**src/rtl/serial_add_pkg.sv**
```systemverilog
// Shared types and defaults for the bit-serial adder sequencer.
// Holds the FSM state encoding and the default operand width.
package serial_add_pkg;

    typedef enum logic [1:0] {
        S_IDLE = 2'd0,
        S_RUN  = 2'd1,
        S_DONE = 2'd2
    } sa_state_t;

    localparam int SA_DEFAULT_WIDTH = 16;

endpackage

```
**src/rtl/full_adder_cell.sv**
```systemverilog
// One-bit full adder built from two half adders and an OR of their carries.
// This is the only combinational arithmetic in the serial adder datapath.
module half_adder (
    input  logic a,
    input  logic b,
    output logic s,
    output logic c
);

    assign s = a ^ b;
    assign c = a & b;

endmodule

module full_adder_cell (
    input  logic a,
    input  logic b,
    input  logic cin,
    output logic s,
    output logic cout
);

    logic s0;
    logic c0;
    logic c1;

    half_adder u_ha0 (
        .a (a),
        .b (b),
        .s (s0),
        .c (c0)
    );

    half_adder u_ha1 (
        .a (s0),
        .b (cin),
        .s (s),
        .c (c1)
    );

    assign cout = c0 | c1;

endmodule

```
**src/rtl/serial_add_sequencer.sv**
```systemverilog
// Bit-serial adder controller: walks one full_adder_cell over WIDTH cycles, LSB first.
// The sum/carry_out registers update only on the completing edge, so partial results never leak out.
module serial_add_sequencer
    import serial_add_pkg::*;
#(
    parameter int WIDTH = SA_DEFAULT_WIDTH
) (
    input  logic             clk,
    input  logic             rst,
    input  logic             start,
    input  logic [WIDTH-1:0] a,
    input  logic [WIDTH-1:0] b,
    output logic             busy,
    output logic             done,
    output logic [WIDTH-1:0] sum,
    output logic             carry_out,
    output logic [1:0]       state_dbg
);

    // Handshake: start is sampled only while IDLE or DONE; an accepted start
    // captures a/b on that edge. busy is high for the WIDTH RUN cycles, done is
    // a one-cycle pulse afterwards, and sum/carry_out hold until the next result.

    localparam int CW = (WIDTH > 1) ? $clog2(WIDTH) : 1;
    localparam logic [CW-1:0] CNT_LAST = CW'(WIDTH - 1);

    sa_state_t        state;
    sa_state_t        state_next;
    logic [CW-1:0]    cnt;
    logic [WIDTH-1:0] a_sh;
    logic [WIDTH-1:0] b_sh;
    logic [WIDTH-1:0] sum_sh;
    logic             carry;
    logic             fa_s;
    logic             fa_c;
    logic             accept;
    logic             last_bit;

    assign accept    = start && ((state == S_IDLE) || (state == S_DONE));
    assign last_bit  = (state == S_RUN) && (cnt == CNT_LAST);
    assign state_dbg = state;

    full_adder_cell u_fa (
        .a    (a_sh[0]),
        .b    (b_sh[0]),
        .cin  (carry),
        .s    (fa_s),
        .cout (fa_c)
    );

    always_comb begin
        state_next = state;
        case (state)
            S_IDLE:  if (start) state_next = S_RUN;
            S_RUN:   if (cnt == CNT_LAST) state_next = S_DONE;
            S_DONE:  state_next = start ? S_RUN : S_IDLE;
            default: state_next = S_IDLE;
        endcase
    end

    // busy/done come straight from flops so the controller sees clean levels.
    always_ff @(posedge clk or posedge rst) begin
        if (rst) begin
            state <= S_IDLE;
            busy  <= 1'b0;
            done  <= 1'b0;
        end else begin
            state <= state_next;
            busy  <= (state_next == S_RUN);
            done  <= (state_next == S_DONE);
        end
    end

    always_ff @(posedge clk or posedge rst) begin
        if (rst) begin
            cnt       <= '0;
            a_sh      <= '0;
            b_sh      <= '0;
            sum_sh    <= '0;
            carry     <= 1'b0;
            sum       <= '0;
            carry_out <= 1'b0;
        end else if (accept) begin
            cnt    <= '0;
            a_sh   <= a;
            b_sh   <= b;
            sum_sh <= '0;
            carry  <= 1'b0;
        end else if (state == S_RUN) begin
            a_sh   <= a_sh >> 1;
            b_sh   <= b_sh >> 1;
            sum_sh <= {fa_s, sum_sh[WIDTH-1:1]};
            carry  <= fa_c;
            // Counter parks on the terminal value instead of wrapping.
            if (!last_bit) begin
                cnt <= cnt + CW'(1);
            end
            if (last_bit) begin
                sum       <= {fa_s, sum_sh[WIDTH-1:1]};
                carry_out <= fa_c;
            end
        end
    end

endmodule

```
**config.mk**
```make
export PLATFORM = sky130hd
export DESIGN_NAME = serial_add_sequencer
export DESIGN_NICKNAME = d
export VERILOG_FILES = /design/src/rtl/serial_add_pkg.sv /design/src/rtl/full_adder_cell.sv /design/src/rtl/serial_add_sequencer.sv
export SDC_FILE = /design/constraint.sdc
export NUM_CORES = 1
export LEC_CHECK = 0
export CAP_MARGIN = 40
export CELL_PAD_IN_SITES_DETAIL_PLACEMENT = 1
export CELL_PAD_IN_SITES_GLOBAL_PLACEMENT = 1
export CORE_MARGIN = 10
export CORE_UTILIZATION = 44
export CTS_CLUSTER_DIAMETER = 60
export DETAILED_ROUTE_END_ITERATION = 6
export HOLD_SLACK_MARGIN = 0.06
export PLACE_DENSITY = 0.83
export SETUP_SLACK_MARGIN = 0.1
export SLEW_MARGIN = 0
export SYNTH_ARGS = -nofsm -noshare
export SYNTH_HDL_FRONTEND = slang
export SYNTH_HIERARCHICAL = 1
export SYNTH_SLANG_ARGS = --single-unit
export TNS_END_PERCENT = 1
```
**constraint.sdc**
```tcl
create_clock -name clk -period 4.75 [get_ports clk]
set_clock_uncertainty 0.2 [all_clocks]
set_input_delay 0.95 -clock clk [delete_from_list [all_inputs] [get_ports clk]]
set_output_delay 0.95 -clock clk [all_outputs]
set_load 0.1 [all_outputs]
```
==> summary.md, run 1 <==
| Metric | Value |
|---|---|
| Proportion of total power due to net switching | 43.0% |
| Status | finished clean |
| Fraction of the mapped netlist area in adder cells | 1.24% |
| Total Die Area | 10600 µm² |
| Maximum number of pins on one net before global-route repair | 50 |
| Async SR Flop Fraction | 100% |
| Net switching power | roughly 1.2 mW |
| Clock tree from TritonCTS | yes |
| Number of global-route vias before repair | about 2500 |
| Synth Area per Inst | 12.4 µm² |
| Antenna fix cells | 0 |
| Sink Count | between 70 and 80 |
| WP data required | 3.60 ns |
| I/O pin cnt | 56 |
| Reg power frac | 36.7% |
| Chip height | between 100 and 150 µm |
| Number of H-tree levels | 3 |
| Fraction of synthesized cell area taken by the top area cell type | 60.2% |
| Post-synthesis share of cell area spent on xor and xnor gates | 0% |
| Number of warnings reported in the yosys synthesis log | 6 |
| Relative slew margins | 40.3% |
| Mapped Cells | 245 |
| Remaining global-route overflow | 0 |
| Number of buffers added by the clock tree synthesis step | 9 |
| Total nets after synthesis | 283 |
| Cell with the most instances after synthesis | sky130_fd_sc_hd__dfrtp_1 |
| Clock share of power | 15.5% |
| Prevailing post-synth register cell | sky130_fd_sc_hd__dfrtp_1 |
| Final count of hold timing violations | 0 |
| Main combinational cell family by area after synthesis | compound AO/OA/AOI/OAI gates |
| Overall die width | 103 µm |
| Commonest cells in the netlist | 73 x sky130_fd_sc_hd__dfrtp_1, 33 x sky130_fd_sc_hd__nand3_1, 31 x sky130_fd_sc_hd__nand2_1 |
| Detailed placer's ending HPWL | 5.53 mm |
| Drt initial violations | ~120 |
| EDFF count, synth | 0 |
| Post-CTS setup buffer count | 0 |
| Row count | 30 |
| Number of pins exceeding their max-slew limit in the final report | 0 |
| Post-synthesis instance area | just over 3000 µm² |
| Share of the synthesized area in compound gates (AO/OA/AOI/OAI) | approximately 14% |
| Aggregate negative setup slack | 0 ns |
| Layout cell share with drive strength beyond 1 | between 10% and 20% |
| Number of antenna violations at the first check in global routing | 0 |
| Net count, final | 354 |
| Register clock-pin slew on the reported worst setup and hold paths | 0.07 ns |
| Clock Root Buffer | sky130_fd_sc_hd__clkbuf_8 |
| DRT antenna net count | 0 |
| Area growth, synth to finish | 34.9% |
| Part of the Yosys area used for sequential elements | between 60% and 70% |
| Clock tree buffer depth | 2 |
| Fraction of the mapped netlist area in simple logic gates | 12.7% |
| Setup violations, final | 0 |
| Top area cells in the synthesized netlist | sky130_fd_sc_hd__dfrtp_1 60%, sky130_fd_sc_hd__a22oi_1 7.4%, sky130_fd_sc_hd__nand3_1 5.4% |
| Routed wirelength normalized by instance count | 20.9 µm |
| Post-layout utilization of the core | 60.6% |
| Vias after detailed routing | 2298 |
| Hold-fix buffers at CTS | 0 |
| Worst Setup End Kind | primary output |
| Final clock period utilization by the worst path | 56.9% |
| Internal power summed over all cells | 1.62 mW |
| Post-cts sizing count | 0 |
| Overall global routing resource usage | 16.9% |
| Average via count per standard cell | around 5.7 |
| Distinct cell type count of the synthesized netlist | 30 |
| Worst-path fanout max | 5 |
| Final weighted congestion in routability-driven placement | 0.735 |
| Total routed wirelength | 8.37 mm |
| Arrival time worst endpoint | 1.55 ns |
| # Max-Cap Violations | 0 |
| First-pass GRT wire length | 13.7 mm |
| Slew at the pin closest to its max-slew limit | approximately 0.90 ns |
| Largest area contributor in the netlist | sky130_fd_sc_hd__dfrtp_1 |
| Starting Density | 44.9% |
| Static power due to leakage | 1.90 nW |
| IR drop worst, VDD | between 0.4 and 0.5 mV |
| Clock insertion delay at the later pin of the skew report | 0.35 ns |
| Class of the tightest hold or removal check | flop to flop |
| Cell Pwr Density | between 600 and 700 nW/µm² |
| Setup repair after global routing missed its margin | no |
| Max Clock Freq | ~370 MHz |
| Post-route DRC violation count | 0 |
| Count of TritonRoute iterations in the first routing pass | 5 |
| Flip-flop and latch count after synthesis | 73 |
| Crit start category | flop |
| Placeable core region | 6760 µm² |
| Mux cell area share after synthesis | 7.75% |
| Min cycle time layout | ~2.7 ns |
| Kind of critical path | flop to primary output |
| Share of power burned in combinational logic | about 48% |
| Port Buffers | 55 |
[worst max-delay path: stages (launching register included)]
cell,delay (ns)
sky130_fd_sc_hd__dfrtp_1,0.44
sky130_fd_sc_hd__clkdlybuf4s50_1,0.55
sky130_fd_sc_hd__buf_8,0.20
[final timing paths]
kind | cells after the start | from | to | slack (ns)
max in group asynchronous | 3 | rst | sum[1] | 2.52
min | 2 | a_sh[9] | a_sh[9] | 0.31
min reg2reg | 2 | a_sh[9] | a_sh[9] | 0.31
max reg2reg | 3 | state_dbg[1] | sum[10] | 2.44
min in group asynchronous | 2 | rst | a_sh[12] | 0.83
max | 2 | state_dbg[0] | state_dbg[0] | 2.05
[metrics by stage]
stage / hold slack [ns] / instances / worst slack [ns] / instance area [µm²] / total power [mW]
global placement: 0.281 / 364 / 1.81 / 3590 / 2.14
finish: 0.310 / 401 / 2.05 / 4090 / 2.84
detailed placement: 0.289 / 385 / 1.72 / 3920 / 2.41
CTS: 0.308 / 401 / 2.03 / 4090 / 2.87
global route: 0.328 / 401 / 1.93 / 4090 / 3.00
floorplan: 0.266 / 245 / 1.75 / 3030 / 1.91
[cells in the final DEF (no fill, tap or decap), types with 2 or more instances in the layout]
master and instances:
sky130_fd_sc_hd__a22o_1 18, sky130_fd_sc_hd__clkbuf_1 2, sky130_fd_sc_hd__o21ai_0 4, sky130_fd_sc_hd__clkdlybuf4s50_1 55, sky130_fd_sc_hd__clkinv_2 3, sky130_fd_sc_hd__nand3_1 33
sky130_fd_sc_hd__nand2_1 31, sky130_fd_sc_hd__clkbuf_8 11, sky130_fd_sc_hd__a22oi_1 30, sky130_fd_sc_hd__ha_1 3, sky130_fd_sc_hd__mux2_2 8, sky130_fd_sc_hd__a21oi_1 2
sky130_fd_sc_hd__buf_4 3, sky130_fd_sc_hd__mux2_4 9, sky130_fd_sc_hd__buf_8 20, sky130_fd_sc_hd__dfrtp_1 73
[power groups by stage]
stage | Combinational (mW) | Sequential (mW) | Clock (mW)
finish | 1.36 | 1.04 | 0.440
global route | 1.45 | 1.07 | 0.475
CTS | 1.38 | 1.04 | 0.448
detailed placement | 1.36 | 1.05 | 0
global placement | 1.11 | 1.03 | 0
floorplan | 0.509 | 1.40 | 0
[cells by family after synthesis]
kind of cell	count (synthesis)
simple gates	75
compound gates	56
mux	18
flops	73
buf+inv	20
fa+ha+maj	3
[sequential cells by signal, indices dropped and copies added (netlist names)]
| name | count |
|---|---|
| state_dbg | 2 |
| cnt | 4 |
| done | 1 |
| sum | 16 |
| sum_sh | 15 |
| busy | 1 |
| a_sh | 16 |
| b_sh | 16 |
| carry_out | 1 |
| carry | 1 |
[final cells by class]
type / instances / area [µm²]
Sequential cell: 73 / 1830
Clock buffer: 13 / 159
Fill cell: 681 / 2660
Tap cell: 80 / 100
Inverter: 1 / 3.75
Multi-Input combinational cell: 152 / 1090
Timing Repair Buffer: 79 / 901
Clock inverter: 3 / 15.0
[per-layer routing]
| metal | up-vias | routed length [µm] | global-route usage (%) |
|---|---|---|---|
| li1 | 1033 | - | - |
| met1 | 1182 | 3360 | 20.2 |
| met2 | 67 | 4350 | 27.6 |
| met3 | 16 | 467 | 4.49 |
| met4 | 0 | 198 | 7.81 |
| met5 | - | 0 | 0 |
Power figures use the tool's default switching activity.
==> inputs of run 2 (changes only) <==
--- a/config.mk
+++ b/config.mk
@@ -9,11 +9,11 @@
 export CELL_PAD_IN_SITES_DETAIL_PLACEMENT = 1
 export CELL_PAD_IN_SITES_GLOBAL_PLACEMENT = 1
 export CORE_MARGIN = 10
-export CORE_UTILIZATION = 44
+export CORE_UTILIZATION = 37
 export CTS_CLUSTER_DIAMETER = 60
 export DETAILED_ROUTE_END_ITERATION = 6
 export HOLD_SLACK_MARGIN = 0.06
-export PLACE_DENSITY = 0.83
+export PLACE_DENSITY = 0.75
 export SETUP_SLACK_MARGIN = 0.1
 export SLEW_MARGIN = 0
 export SYNTH_ARGS = -nofsm -noshare
==> constraint.sdc (replaced) <==
create_clock -name clk -period 2.41 [get_ports clk]
set_clock_uncertainty 0.2 [all_clocks]
set_input_delay 0.482 -clock clk [delete_from_list [all_inputs] [get_ports clk]]
set_output_delay 0.482 -clock clk [all_outputs]
set_load 0.1 [all_outputs]
==> run 2 against run 1 <==
Compared with the run above: worst hold slack got worse by 0.0061 ns; register-to-register slack worse by 1.9 ns; power grew 88%; routed wire length down 13%; final cell count up 0.75%; clock power increased by 150%; sequential share of layout area up 3.0 points; critical endpoint is now sum[10]; largest cell class unchanged.
==> summary.md, run 2 (synthesis gave the netlist of run 1 again) <==
| Metric | Value |
|---|---|
| Average via count per standard cell | approximately 5.3 |
| Critical-path top delay cell | sky130_fd_sc_hd__dfrtp_1 |
| Hold-fix buffers at CTS | 0 |
| Final count of hold timing violations | 0 |
| Layout cell share with drive strength beyond 1 | 21.9% |
| Register-to-Register Path Depth | 4 |
| Status | finished clean |
| Post-route DRC violation count | 0 |
| Leading cell type in the layout, fill and taps excluded | sky130_fd_sc_hd__dfrtp_1 |
| Number of global-route vias before repair | 2349 |
| Source of the worst register-to-register timing path | cnt[0] |
| Arrival time worst endpoint | between 1.5 and 2 ns |
| Worst Setup End Kind | flop |
| Setup repair after global routing missed its margin | no |
| GR met2 Demand/Resource | 18.4% |
| Most used routing layer in global routing | met2 |
| First-pass GRT wire length | 12.3 mm |
| Remaining global-route overflow | 0 |
| Max Clock Freq | 530 MHz |
| I/O pin cnt | 56 |
| Global routing met1 resource utilization | 15.6% |
| Placeable core region | 7850 µm² |
| Number of H-tree levels | 3 |
| Detailed placer's ending HPWL | 4.75 mm |
| Register clock-pin slew on the reported worst setup and hold paths | approximately 0.080 ns |
| Critical-path cell list | ha_1 -> nand3_4 -> nor2_8 -> mux2_2 |
| Worst-path fanout max | 18 |
| Drt initial violations | 138 |
| Class of the tightest hold or removal check | flop to flop |
| Number of fill cells | 859 |
| Antenna fix cells | 0 |
| Overall die width | 111 µm |
| Chip height | 111 µm |
| Sink Count | 73 |
| Worst path max stage delay | roughly 0.4 ns |
| Power, Total | 5.36 mW |
| Net count, final | approximately 340 |
| Maximum number of pins on one net before global-route repair | 74 |
| Port Buffers | 55 |
| Overall global routing resource usage | 12.0% |
| Slew at the pin closest to its max-slew limit | about 0.48 ns |
| Clock tree buffer depth | 2 |
| IR drop worst, VDD | 0.447 mV |
| Number of buffers added by the clock tree synthesis step | 9 |
| Min cycle time layout | 1.89 ns |
| Final clock period utilization by the worst path | between 70% and 80% |
| Kind of critical path | flop to flop |
| Starting Density | 38.7% |
| Total routed wirelength | 7.30 mm |
| Crit start category | flop |
| Vias after detailed routing | 2131 |
| Worst slack after detailed placement | 0.384 ns |
| Final worst-path setup slack | 0.524 ns |
| Final non-filler cell total | a little over 400 |
| Clock Root Buffer | sky130_fd_sc_hd__clkbuf_8 |
| WP data required | 2.44 ns |
| Static power due to leakage | 1.81 nW |
| Worst setup path endpoint | sum[10] |
| Setup violations, final | 0 |
| Origin of the worst setup path | cnt[0] |
| # Max-Cap Violations | 0 |
| DRT antenna net count | 0 |
| Aggregate negative setup slack | 0 ns |
| Relative slew margins | 68.1% |
| Number of pins exceeding their max-slew limit in the final report | 0 |
| Count of TritonRoute iterations in the first routing pass | 4 |
| Routed wirelength normalized by instance count | 18.1 µm |
| Number of antenna violations at the first check in global routing | 0 |
| Reg2Reg Setup Slack | roughly 0.52 ns |
| Total Die Area | 12200 µm² |
| Final weighted congestion in routability-driven placement | 0.706 |
| Post-CTS setup buffer count | 0 |
| Post-cts sizing count | 0 |
| Highest-count cells in the layout ignoring fill and taps | 73 x sky130_fd_sc_hd__dfrtp_1, 34 x sky130_fd_sc_hd__clkdlybuf4s50_1, 33 x sky130_fd_sc_hd__nand3_1 |
| Hold_ws | 0.304 ns |
| Placed cells | 389 |
| Row count | 32 |
| Registers with the most flip-flops | a_sh x16, b_sh x16, sum x16 |
| Clock insertion delay at the later pin of the skew report | 0.34 ns |
| Critical R2R Capture | sum[10] |
| Cell Pwr Density | about 1400 nW/µm² |
| Met3 track demand over resource | 3.03% |
| Area growth, synth to finish | 26.4% |
| Clock tree from TritonCTS | yes |
==> run 2: cell types whose count changed in the layout (fill, tap and decap cells not counted), sizes merged, moves of 2 or more <==
cell	delta
clkbuf	-2
bufinv	+2
clkinvlp	+2
clkinv	-2
buf	+3
clkdlybuf4s50	-21
==> run 2: area by class of cell <==
class	instances	area (µm²)	area share, %
sequential	73	1830	47.7
multi-input combinational	152	1090	28.4
timing repair buffer	61	556	14.5
clock buffer	11	151	3.95
tap	102	128	3.33
clock inverter	4	76.3	1.99
inverter	1	7.51	0.196
==> run 2: worst min-delay path by stage <==
stage                   start         to  depth (start not counted)
finish                b_sh[9]    b_sh[9]                          2
floorplan           sum_sh[1]  sum_sh[1]                          1
global placement      b_sh[1]    b_sh[1]                          2
global route          a_sh[3]    a_sh[3]                          2
detailed placement   a_sh[12]   a_sh[12]                          2
CTS                   b_sh[9]    b_sh[9]                          2
==> run 2: report_power, final <==
part | switching (mW) | total (mW) | internal, mW
clock network | 0.456 | 1.09 | 0.636
logic | 1.50 | 2.24 | 0.737
registers | 0.323 | 2.03 | 1.70
total | 2.28 | 5.36 | 3.08
==> run 2: worst max-delay path, delay by kind of cell, from the launching register on <==
kind | cells | cell delay, ns
and+or+nand+nor | 2 | 0.49
DFF | 1 | 0.41
muxes | 1 | 0.38
adders and majority gates | 1 | 0.29
==> run 2: per-stage QoR <==
step	utilization, %	area, µm²
4_1_cts	48.9	3830
2_1_floorplan	-	3040
3_3_place_gp	46.0	3610
3_5_place_dp	46.0	3610
6_report	48.9	3830
5_1_grt	48.9	3830
==> run 2: metal layers <==
metal / vias up / wire length [µm]
li1: 998 / -
met1: 1068 / 3350
met2: 54 / 3550
met3: 11 / 264
met4: 0 / 127
met5: - / 0
==> inputs of run 3 (changes only) <==
==> constraint.sdc (replaced) <==
create_clock -name clk -period 1.6 [get_ports clk]
set_clock_uncertainty 0.2 [all_clocks]
set_input_delay 0.32 -clock clk [delete_from_list [all_inputs] [get_ports clk]]
set_output_delay 0.32 -clock clk [all_outputs]
set_load 0.1 [all_outputs]
==> run 3 against run 2 <==
Compared with the run above: the flow now finishes with violations (negative setup slack); combinational power grew 92%; fmax is 12% higher; global-route usage grew 1.7 points; critical endpoint is now carry_out; largest power group unchanged.
==> summary.md, run 3 (synthesis gave the netlist of run 1 again) <==
| Metric | Value |
|---|---|
| Status | finished, violations left |
| Failing checks | negative setup slack |
| Number of global-route vias before repair | around 2600 |
| Number of antenna violations at the first check in global routing | 0 |
| Highest-count cells in the layout ignoring fill and taps | 72 x sky130_fd_sc_hd__dfrtp_1, 34 x sky130_fd_sc_hd__clkdlybuf4s50_1, 33 x sky130_fd_sc_hd__nand3_1 |
| Clock tree from TritonCTS | yes |
| Number of pins exceeding their max-slew limit in the final report | 0 |
| Max Clock Freq | 595 MHz |
| Placed cells | 406 |
| Worst path max stage delay | ~0.39 ns |
| DRT antenna net count | 0 |
| Routed wirelength normalized by instance count | 19.7 µm |
| Clock insertion delay at the later pin of the skew report | 0.36 ns |
| Vias after detailed routing | about 2300 |
| Final count of hold timing violations | 0 |
| Chip height | 111 µm |
| Aggregate negative setup slack | -0.207 ns |
| Antenna fix cells | 0 |
| Remaining global-route overflow | 0 |
| Hold_ws | roughly 0.2 ns |
| Drt initial violations | ~100 |
| Overall global routing resource usage | 13.7% |
| Source of the worst register-to-register timing path | b_sh[0] |
| Clock tree buffer depth | 2 |
| Number of H-tree levels | 3 |
| Critical-path top delay cell | sky130_fd_sc_hd__dfrtp_1 |
| Net count, final | 356 |
| Overall die width | 111 µm |
| I/O pin cnt | between 50 and 60 |
| Number of fill cells | 806 |
| Registers with the most flip-flops | a_sh x16, b_sh x16, sum x16 |
| Path length in cells of the critical path | 4 |
| Min cycle time layout | ~1.7 ns |
| Total routed wirelength | 8.36 mm |
| Row count | 32 |
| Crit start category | flop |
| Relative slew margins | around four fifths |
| Power, Total | 9.19 mW |
| Worst setup path endpoint | carry_out |
| Hold-fix buffers at CTS | 0 |
| # Max-Cap Violations | 0 |
| Post-layout utilization of the core | 56.2% |
| Setup violations, final | 8 |
| Final worst-path setup slack | -0.0813 ns |
| Final non-filler cell total | 425 |
| Number of buffers added by the clock tree synthesis step | 9 |
| Cell Pwr Density | 2080 nW/µm² |
| Final clock period utilization by the worst path | 105% |
| First-pass GRT wire length | 13.9 mm |
| Total Die Area | 12200 µm² |
| Sink Count | 73 |
| Post-route DRC violation count | 0 |
| Placeable core region | 7850 µm² |
| Slew at the pin closest to its max-slew limit | 0.292 ns |
| Origin of the worst setup path | b_sh[0] |
| Starting Density | 38.7% |
| Setup repair after global routing missed its margin | yes |
| Worst-path fanout max | 2 |
| Maximum number of pins on one net before global-route repair | 46 |
| Final weighted congestion in routability-driven placement | 0.741 |
| Register-to-Register Path Depth | 4 |
| Placed inst area | 4020 µm² |
| Delay-heaviest family, CP | adder cells |
| Worst Setup End Kind | flop |
| Count of buffer and inverter cells on the critical path | 0 |
| Class of the tightest hold or removal check | primary input to async pin |
| IR drop worst, VDD | 0.670 mV |
| Worst slack after detailed placement | -0.235 ns |
| Area growth, synth to finish | 45.4% |
| Summed area of non-filler cells in the final layout | 4410 µm² |
| Clock Root Buffer | sky130_fd_sc_hd__clkbuf_8 |
| Static power due to leakage | ~2.0 nW |
| Register clock-pin slew on the reported worst setup and hold paths | 0.09 ns |
| Kind of critical path | flop to flop |
| Arrival time worst endpoint | 1.72 ns |
| Detailed placer's ending HPWL | 5.56 mm |
| WP data required | 1.64 ns |
| Critical-path cell list | ha_1 -> ha_2 -> or2_1 -> mux2_4 |
| Port Buffers | 55 |
| Count of TritonRoute iterations in the first routing pass | 4 |
| Critical R2R Capture | carry_out |
| Reg2Reg Setup Slack | -0.08 ns |
| Leading cell type in the layout, fill and taps excluded | sky130_fd_sc_hd__dfrtp_1 |
| Layout cell share with drive strength beyond 1 | 31.6% |
| Average via count per standard cell | 5.38 |
[run 3: layout make-up]
class / instances / area (µm²) / share of cell area, %
Sequential cell: 73 / 1830 / 41.4
Multi-Input combinational cell: 152 / 1170 / 26.6
Timing Repair Buffer: 81 / 1040 / 23.5
Clock buffer: 11 / 151 / 3.43
Tap cell: 102 / 128 / 2.89
Clock inverter: 5 / 86.3 / 1.96
Inverter: 1 / 7.51 / 0.170
[run 3: worst register-to-register path: stages (launching register included)]
cell                      delay (ns)
sky130_fd_sc_hd__dfrtp_1        0.39
sky130_fd_sc_hd__ha_1           0.32
sky130_fd_sc_hd__ha_2           0.17
sky130_fd_sc_hd__or2_1          0.23
sky130_fd_sc_hd__mux2_4         0.26
[run 3: how the worst min path moves through the flow]
stage	from	endpoint	slack [ns]
3_3_place_gp	b_sh[1]	b_sh[1]	0.28
3_5_place_dp	a_sh[1]	a_sh[1]	0.29
5_1_grt	rst	sum_sh[2]	0.21
6_report	rst	sum[0]	0.20
2_1_floorplan	a[0]	a_sh[0]	0.25
4_1_cts	rst	sum[0]	0.19
[run 3: metal layers]
metal	part of all wire (%)	track usage (%)	wire length, µm
met3	2.8	3.24	233
met5	0	0	0
met2	51	22.2	4280
met1	44	17.0	3690
met4	1.8	5.61	149
[run 3: repair_timing]
| item | in CTS | in global routing |
|---|---|---|
| hold endpoints to repair | 0 | 0 |
| gates resized for setup | 24 | 7 |
| buffers inserted | 2 | 1 |
| pin swaps | 21 | 11 |
| endpoints found under the setup margin | 75 | 84 |
[run 3: where the power goes]
group	total, mW	switching (mW)	leakage, nW	internal [mW]
clock	1.70	0.730	0.120	0.974
combinational	4.30	2.44	0.967	1.86
sequential	3.19	0.617	0.940	2.57
